### src/rtl/signed_addsub_seq_pkg.sv
// Shared definitions for the sliced signed add/subtract unit.
package signed_addsub_seq_pkg;

   typedef enum logic [1:0] {
      IDLE = 2'd0,
      RUN  = 2'd1,
      DONE = 2'd2
   } state_t;

   function automatic int unsigned num_slices(input int unsigned width, input int unsigned chunk);
      return width / chunk;
   endfunction

   // Saturation limits of a width-bit signed value, as 64-bit signed numbers.
   function automatic longint sat_max(input int unsigned width);
      return (longint'(1) <<< (width - 1)) - longint'(1);
   endfunction

   function automatic longint sat_min(input int unsigned width);
      return -(longint'(1) <<< (width - 1));
   endfunction

endpackage

### src/rtl/signed_addsub_seq_chunk_adder.sv
// CHUNK-bit ripple adder built from full-adder cells; also exposes the carry
// into its top bit so the caller can form the signed overflow flag.
module fulladder (
   input  logic a,
   input  logic b,
   input  logic cin,
   output logic sum,
   output logic cout
);
   assign sum  = a ^ b ^ cin;
   assign cout = (a & b) | (cin & (a ^ b));
endmodule

module chunk_adder #(
   parameter int unsigned CHUNK = 2
) (
   input  logic [CHUNK-1:0] a,
   input  logic [CHUNK-1:0] b,
   input  logic             cin,
   output logic [CHUNK-1:0] sum,
   output logic             cout,
   output logic             c_top
);
   logic [CHUNK:0] c;

   assign c[0] = cin;

   for (genvar i = 0; i < CHUNK; i++) begin : g_bit
      fulladder u_fa (
         .a    (a[i]),
         .b    (b[i]),
         .cin  (c[i]),
         .sum  (sum[i]),
         .cout (c[i+1])
      );
   end

   assign cout  = c[CHUNK];
   assign c_top = c[CHUNK-1];
endmodule

### src/rtl/signed_addsub_seq.sv
// Multi-cycle signed add/subtract: processes CHUNK bits per cycle through one
// shared chunk_adder, then publishes a sign-extended, optionally saturated result.
module signed_addsub_seq
   import signed_addsub_seq_pkg::*;
#(
   parameter int unsigned WIDTH     = 8,
   parameter int unsigned CHUNK     = 2,
   parameter int unsigned OUT_WIDTH = 16
) (
   input  logic                 clk,
   input  logic                 rst_n,
   input  logic                 start,
   input  logic                 op_sub,
   input  logic                 sat_en,
   input  logic [WIDTH-1:0]     x,
   input  logic [WIDTH-1:0]     y,
   output logic                 busy,
   output logic                 done,
   output logic [OUT_WIDTH-1:0] s,
   output logic                 ovf,
   output logic                 zero,
   output logic                 neg
);
   localparam int unsigned K     = num_slices(WIDTH, CHUNK);
   localparam int unsigned IDX_W = (K > 1) ? $clog2(K) : 1;
   localparam logic [IDX_W-1:0]     LAST  = IDX_W'(K - 1);
   localparam logic [OUT_WIDTH-1:0] S_MAX = OUT_WIDTH'(sat_max(WIDTH));
   localparam logic [OUT_WIDTH-1:0] S_MIN = OUT_WIDTH'(sat_min(WIDTH));

   if ((WIDTH % CHUNK) != 0 || OUT_WIDTH < WIDTH + 1 || WIDTH < 2) begin : g_bad_params
      $error("signed_addsub_seq: WIDTH must be >=2 and a multiple of CHUNK, OUT_WIDTH >= WIDTH+1");
   end

   state_t           state_q, state_d;
   logic             accept_c;
   logic [WIDTH-1:0] x_q, y_q, sum_q;
   logic             carry_q, sat_q;
   logic [IDX_W-1:0] idx_q;

   logic [CHUNK-1:0]     x_sl_c, y_sl_c, sum_sl_c;
   logic                 cout_c, c_top_c, ovf_c;
   logic [WIDTH-1:0]     sum_full_c;
   logic [WIDTH:0]       exact_c;
   logic [OUT_WIDTH-1:0] res_c;

   // State register
   always_ff @(posedge clk or negedge rst_n) begin
      if (!rst_n) state_q <= IDLE;
      else        state_q <= state_d;
   end

   // Next state; start is only honoured outside RUN
   always_comb begin
      state_d  = state_q;
      accept_c = 1'b0;
      case (state_q)
         IDLE: begin
            if (start) begin
               accept_c = 1'b1;
               state_d  = RUN;
            end
         end
         RUN: begin
            if (idx_q == LAST) state_d = DONE;
         end
         DONE: begin
            if (start) begin
               accept_c = 1'b1;
               state_d  = RUN;
            end else begin
               state_d = IDLE;
            end
         end
         default: state_d = IDLE;
      endcase
   end

   // Slice selection, final assembly, overflow and saturation
   always_comb begin
      x_sl_c     = x_q[int'(idx_q)*CHUNK +: CHUNK];
      y_sl_c     = y_q[int'(idx_q)*CHUNK +: CHUNK];
      sum_full_c = sum_q;
      sum_full_c[int'(idx_q)*CHUNK +: CHUNK] = sum_sl_c;
      ovf_c   = c_top_c ^ cout_c;
      exact_c = {x_q[WIDTH-1] ^ y_q[WIDTH-1] ^ cout_c, sum_full_c};
      if (sat_q && ovf_c) res_c = x_q[WIDTH-1] ? S_MIN : S_MAX;
      else                res_c = OUT_WIDTH'($signed(exact_c));
   end

   chunk_adder #(.CHUNK(CHUNK)) u_chunk (
      .a     (x_sl_c),
      .b     (y_sl_c),
      .cin   (carry_q),
      .sum   (sum_sl_c),
      .cout  (cout_c),
      .c_top (c_top_c)
   );

   // Operand latch, slice accumulation and result/flag registers
   always_ff @(posedge clk or negedge rst_n) begin
      if (!rst_n) begin
         x_q     <= '0;
         y_q     <= '0;
         sum_q   <= '0;
         carry_q <= 1'b0;
         sat_q   <= 1'b0;
         idx_q   <= '0;
         busy    <= 1'b0;
         done    <= 1'b0;
         s       <= '0;
         ovf     <= 1'b0;
         zero    <= 1'b0;
         neg     <= 1'b0;
      end else begin
         busy <= (state_d == RUN);
         done <= (state_d == DONE);
         if (accept_c) begin
            x_q     <= x;
            y_q     <= op_sub ? ~y : y;
            carry_q <= op_sub;
            sat_q   <= sat_en;
            sum_q   <= '0;
            idx_q   <= '0;
         end else if (state_q == RUN) begin
            sum_q   <= sum_full_c;
            carry_q <= cout_c;
            idx_q   <= idx_q + IDX_W'(1);
            if (idx_q == LAST) begin
               s    <= res_c;
               ovf  <= ovf_c;
               zero <= (res_c == '0);
               neg  <= res_c[OUT_WIDTH-1];
            end
         end
      end
   end

endmodule

### config.mk
export PLATFORM = sky130hd
export DESIGN_NAME = signed_addsub_seq
export DESIGN_NICKNAME = d
export VERILOG_FILES = /design/src/rtl/signed_addsub_seq_pkg.sv /design/src/rtl/signed_addsub_seq_chunk_adder.sv /design/src/rtl/signed_addsub_seq.sv
export SDC_FILE = /design/constraint.sdc
export NUM_CORES = 1
export LEC_CHECK = 0
export ABC_AREA = 1
export CAP_MARGIN = 30
export CORE_ASPECT_RATIO = 1.25
export CORE_MARGIN = 1
export CORE_UTILIZATION = 56
export CTS_CLUSTER_DIAMETER = 120
export DETAILED_ROUTE_END_ITERATION = 7
export PLACE_DENSITY = 0.91
export SYNTH_ARGS = -nofsm -noshare
export SYNTH_HDL_FRONTEND = slang
export SYNTH_SLANG_ARGS = --single-unit
### constraint.sdc
create_clock -name clk -period 4.43 [get_ports clk]
set_clock_uncertainty 0.05 [all_clocks]
set_input_delay 1.329 -clock clk [delete_from_list [all_inputs] [get_ports clk]]
set_output_delay 1.329 -clock clk [all_outputs]
set_load 0.05 [all_outputs]
# After elaboration in Yosys (flattened, before gate mapping)
# Cells that the tools add are included.
op_classes:
  addsub: 2
  n_mul: 0
  n_div: 0
  n_lt_le_gt_ge: 0
  eq_ne: 5
  shift: 4
  muxes: 16
  bitwise_logic: 15
  n_reduce_logical: 6
ops:
  columns: ["cell", "count"]
  rows:
  - ["$neg 3->34", 1]
  - ["$shift 2x34->8 const A", 1]
  - ["$shiftx 2x34->8", 1]
  - ["$mux 16", 2]
  - ["$mux 8", 3]
  - ["$logic_not 16->1", 1]
  - ["$shiftx 8x4->2", 2]
  - ["$bwmux 8", 1]
  - ["$mux 2", 4]
  - ["$not 8->8", 1]
  - ["$xor 1x1->1", 7]
  - ["$eq 2x2->1 const B", 3]
  - ["$pmux 2 s3", 1]
  - ["$mux 1", 5]
  - ["$and 1x1->1", 4]
  - ["$eq 2x1->1 const B", 2]
  - ["$reduce_and 3->1", 1]
  - ["$add 2x1->2 const B", 1]
  - ["$logic_not 2->1", 1]
  - ["$or 1x1->1", 2]
  - ["$reduce_bool 2->1", 1]
  - ["$reduce_or 2->1", 1]
  - ["$logic_and 1x1->1", 1]
  - ["$not 1->1", 1]
totals:
  ff_bits: 51
  latchBits: 0
  ram_bits: 0
  romBits: 0
  inputBits: 21
  output_inout_bits: 21
  n_memories: 0

# Depth between registers and ports, before layout
depth:
  depth_word: 10
  depth_mapped: 17
  mapped_depth_nobuf: 15

# Modules after synthesis
# A second synthesis with hierarchy kept.
hier_totals:
  cells_unflattened: 259
  area_unflattened_um2: 2253.4
modules_own_cells:
  columns: ["mod", "instances", "cells_per_inst", "area_per_inst_um2", "seq_area_each_um2"]
  rows:
  - ["signed_addsub_seq", 1, 257, 2213.4, 1076.0]
  - ["fulladder", 2, 1, 20.0, 0.0]

# Worst setup path after synthesis
# OpenSTA, ideal clock, no wires.
synth_timing:
  path_kind: "register to register"
  start: "register idx_q[0]"
  end: "register zero"
  arrival_time_ns: 2.448
  t_required_ns: 4.262
  setup_slack_ns: 1.814
  path_stages_with_launch: 17
  path_buffers: 2
  synth_period_minus_slack_ns: 2.616
  cell_sequence: "dfrtp_1 > clkbuf_2 > inv_1 > buf_2 > o21ai_0 > o22ai_1 > fa_1 > inv_1 > fa_1 > nor2_1 > nand3_1 > nand2_1 > nand2_1 > nand2_1 > nor2_1 > nand3_1 > nand2_1"
synth_via:
  elab_chain_cells: 10
  word_cells_on_any_way: 23
synth_lines:
  columns: ["element", "line", "text"]
  rows:
  - ["start, declared", "signed_addsub_seq.sv:38", "logic [IDX_W-1:0] idx_q;"]
  - ["start signal, assigned", "signed_addsub_seq.sv:127", "idx_q <= idx_q + IDX_W'(1);"]
  - ["$shiftx 8x4->2, on equally long branches", "signed_addsub_seq.sv:80, signed_addsub_seq.sv:81", null]
  - ["$xor 1x1->1", "signed_addsub_seq_chunk_adder.sv:10, signed_addsub_seq_chunk_adder.sv:11", null]
  - ["$and 1x1->1", "signed_addsub_seq_chunk_adder.sv:11", "assign cout = (a & b) | (cin & (a ^ b));"]
  - ["$or 1x1->1", "signed_addsub_seq_chunk_adder.sv:11", null]
  - ["$and 1x1->1", "signed_addsub_seq_chunk_adder.sv:11", null]
  - ["$or 1x1->1", "signed_addsub_seq_chunk_adder.sv:11", null]
  - ["$xor 1x1->1", "signed_addsub_seq.sv:84", "ovf_c = c_top_c ^ cout_c;"]
  - ["$logic_and 1x1->1", "signed_addsub_seq.sv:86", "if (sat_q && ovf_c) res_c = x_q[WIDTH-1] ? S_MIN : S_MAX;"]
  - ["$mux 16", "signed_addsub_seq.sv:86", null]
  - ["$logic_not 16->1", "signed_addsub_seq.sv:131", "zero <= (res_c == '0);"]
  - ["end signal, assigned", "signed_addsub_seq.sv:131", null]
  - ["end, declared", "signed_addsub_seq.sv:21", "output logic zero,"]
# Parallel ways exist; a longest one is shown, timed or not.
# A chain may end at the register's enable or synchronous reset.

# Final worst setup path
# Ends and elaborated chain as after synthesis.

==> impl_metrics.xml <==
<?xml version="1.0" encoding="UTF-8"?>
<metrics>
  <group name="global_routing">
    <metric name="grtUsageTotal" unit="">0.2350</metric>
    <metric name="pin_count_of_the_biggest_net_entering_global_routing" unit="">44</metric>
    <metric name="number_of_antenna_violations_at_the_first_check_in_global_routing" unit="">0</metric>
    <metric name="grt_overflow" unit="">0</metric>
    <metric name="grt_first_pass_wirelength" unit="µm">7472</metric>
    <metric name="first_global_vias" unit="">1710</metric>
  </group>
  <group name="drt">
    <metric name="detailed_router_iteration_count_before_antenna_repair" unit="">4</metric>
    <metric name="remaining_drc_errors" unit="">0</metric>
    <metric name="wl_per_cell" unit="µm">12.33</metric>
    <metric name="postRouteAntennaNets" unit="">0</metric>
    <metric name="post_drt_via_cell_ratio" unit="">5.140</metric>
    <metric name="first_iter_violations" unit="">74</metric>
    <metric name="route.final.wire_length" unit="µm">4402</metric>
    <metric name="detailroute.via_count" unit="">1835</metric>
  </group>
  <group name="setup_path">
    <metric name="worst_path_largest_cell_delay" unit="ns">0.71</metric>
    <metric name="worstPathRequired" unit="ns">4.58</metric>
    <metric name="timing.critical_path.slowest_stage_cell" unit="">dfrtp_1</metric>
    <metric name="ff2ff_setup_slack" unit="ns">1.24</metric>
    <metric name="critical_path.max_fanout" unit="">19</metric>
    <metric name="timing.critical_path.arrival" unit="ns">3.34</metric>
    <metric name="cpMostUsedCell" unit="">nand2_1</metric>
    <metric name="critical_path.endpoint_type" unit="">flip-flop</metric>
    <metric name="critical-path-top-delay-family" unit="">adder cells</metric>
    <metric name="crit_buf_inv" unit="">2</metric>
    <metric name="crit_type" unit="">reg -&gt; reg</metric>
    <metric name="worst_setup_path_start_kind" unit="">flip-flop</metric>
    <metric name="worstPathCellList" unit="">inv_1 -&gt; o21ai_0 -&gt; o22ai_1 -&gt; fa_1 -&gt; inv_1 -&gt; fa_1 -&gt; nor2_1 -&gt; nand3_1 -&gt; nand2_1 -&gt; nand2_1 -&gt; nand2_1 -&gt; nor2_1 -&gt; nand3_1 -&gt; nand2_1</metric>
  </group>
  <group name="layout">
    <metric name="area_growth" unit="%">19.73</metric>
    <metric name="final_layout_size_suffix_gt1_frac" unit="">0.05611</metric>
    <metric name="most-common-layout-cells" unit="">nand2_1 (88), dfrtp_1 (43), clkdlybuf4s50_1 (40)</metric>
    <metric name="layout_commonest_cell" unit="">nand2_1</metric>
    <metric name="num-nets-final" unit="">331</metric>
    <metric name="num_antenna_cells" unit="">0</metric>
  </group>
  <group name="die">
    <metric name="initial_utilization" unit="">0.5931</metric>
    <metric name="core.rowCount" unit="">25</metric>
    <metric name="die_w" unit="µm">58.87</metric>
    <metric name="floorplan.io_pins" unit="">42</metric>
    <metric name="core-area" unit="µm²">3816</metric>
    <metric name="die_y" unit="µm">73.08</metric>
    <metric name="dieArea" unit="µm²">4302</metric>
  </group>
  <group name="min_path">
    <metric name="hold_path.class" unit="">reg -&gt; reg</metric>
  </group>
  <group name="synth">
    <metric name="dominant_cells_by_area_after_synthesis" unit="">dfrtp_1 (48%), nand2_1 (15%), o21ai_0 (4.9%), inv_1 (3.6%), xnor2_1 (3.5%)</metric>
    <metric name="yosysTopAreaCellShare" unit="">0.4754</metric>
    <metric name="post_synth_inst_count" unit="">271</metric>
    <metric name="synth.avg_cell_area" unit="µm²">8.352</metric>
    <metric name="ys_types" unit="">30</metric>
    <metric name="synth.cell_area" unit="µm²">2263</metric>
    <metric name="yosys_synthesis_warning_count" unit="">0</metric>
    <metric name="synth-seq-area-share" unit="">0.4754</metric>
    <metric name="syn_nets" unit="">300</metric>
    <metric name="post-synth-top-area-cell" unit="">dfrtp_1</metric>
    <metric name="post_synthesis_register_bit_count" unit="">43</metric>
  </group>
  <group name="clocking">
    <metric name="clk_path_buf_depth" unit="">2</metric>
    <metric name="cts_resized" unit="">0</metric>
    <metric name="cts_max_level" unit="">2</metric>
    <metric name="cts_root_buffer" unit="">clkbuf_8</metric>
    <metric name="tritoncts" unit="">built</metric>
    <metric name="post-cts-setup-buffers" unit="">0</metric>
    <metric name="cts_buffers" unit="">5</metric>
    <metric name="clk_transition_reported_paths" unit="ns">0.08</metric>
    <metric name="worst_skew_pair.late_latency" unit="ns">0.30</metric>
    <metric name="cts_hold_buf" unit="">0</metric>
    <metric name="cts_sinks" unit="">43</metric>
  </group>
  <group name="sta">
    <metric name="hold_viol_final" unit="">0</metric>
    <metric name="setup_viol_count_final" unit="">0</metric>
    <metric name="min_period" unit="ns">3.191</metric>
    <metric name="maxSlewHeadroom" unit="">0.3870</metric>
    <metric name="final_slew_viol_count" unit="">0</metric>
    <metric name="timing_worst_slew_pin_value" unit="ns">0.9195</metric>
    <metric name="fin_tns_setup" unit="ns">0</metric>
    <metric name="max_freq" unit="GHz">0.3134</metric>
    <metric name="rsz0062_at_grt" unit="">no</metric>
    <metric name="fin_crit_sh" unit="">0.7204</metric>
  </group>
  <group name="placement">
    <metric name="place.gp.congestion" unit="">0.9384</metric>
    <metric name="place_hpwl" unit="µm">3187</metric>
    <metric name="io_buffers" unit="">41</metric>
  </group>
  <group name="outcome">
    <metric name="status" unit="">completed</metric>
  </group>
  <group name="run">
    <metric name="drv.max_cap_violation_count" unit="">0</metric>
  </group>
</metrics>
metrics by stage:
stage          hold slack [ns]  std cells    util  cell area, µm²  setup WS (ns)
2_1_floorplan           0.3936        271       -            2263          1.814
3_3_place_gp            0.4175        349  0.6882            2626          1.345
3_5_place_dp            0.4225        349  0.6882            2626          1.299
4_1_cts                 0.4418        357  0.7102            2710          1.313
5_1_grt                 0.4671        357  0.7102            2710         0.9776
6_report                0.4376        357  0.7102            2710          1.239
synth_stat cells, drive strengths merged:
cell type,number
nand2,90
dfrtp,43
inv,23
o21ai,22
nor2,20
nand3,15
buf,12
xnor2,9
a21oi,6
a2bb2oi,6
clkbuf,6
ha,6
o22ai,3
fa,2
a31o,1
a32o,1
nand3b,1
nand4,1
o211ai,1
o21bai,1
o22a,1
or2,1
flip-flops by register name, indices dropped and copies added (netlist names), 2 cells and up:
register / flops
sum_q: 8
state_q: 2
x_q: 8
idx_q: 2
s: 9
y_q: 8
kinds of logic (layout without fill, tap and decap cells):
family,count (synthesis),in the layout,synth area share
simple gates,128,128,0.2366
flops,43,43,0.4754
compound gates,42,42,0.1122
buf+inv,41,73,0.09010
xor+xnor,9,9,0.03483
fa+ha+maj,8,8,0.05086
metal layers:
layer  global-route usage  wire length (µm)  up-vias
met4               0.1376               149        0
li1                     -                 -      917
met5                    0                 0        -
met3              0.05319               204       13
met2               0.3977              2197       62
met1               0.2684              1850      843
worst paths after layout:
kind	end	cells past startpoint	startpoint
setup / recovery	zero	14	idx_q[0]
hold / removal	y_q[2]	2	y_q[2]
setup reg to reg	zero	14	idx_q[0]
hold reg to reg	y_q[2]	2	y_q[2]
max in group asynchronous	sum_q[0]	1	rst_n
min in group asynchronous	sum_q[5]	1	rst_n
worst register-to-register path, delay by kind of cell, from the launching register on:
kind | cells | cell delay [ns]
flip-flops | 1 | 0.71
buffers and inverters | 2 | 0.43
adder cells (fa/ha/maj) | 2 | 0.85
AND/OR/NAND/NOR | 8 | 0.71
AO/OA/AOI/OAI | 2 | 0.36
layout make-up:
type	count	area (µm²)
Clock buffer	5	68.82
Clock inverter	3	15.01
Fill cell	310	1106
Inverter	23	86.33
Multi-Input combinational cell	187	983.4
Sequential cell	43	1076
Tap cell	54	67.56
Timing Repair Buffer	42	412.9
Power is not shown: default switching activity piles up to over one toggle a cycle in this logic, so the estimate is an artifact.
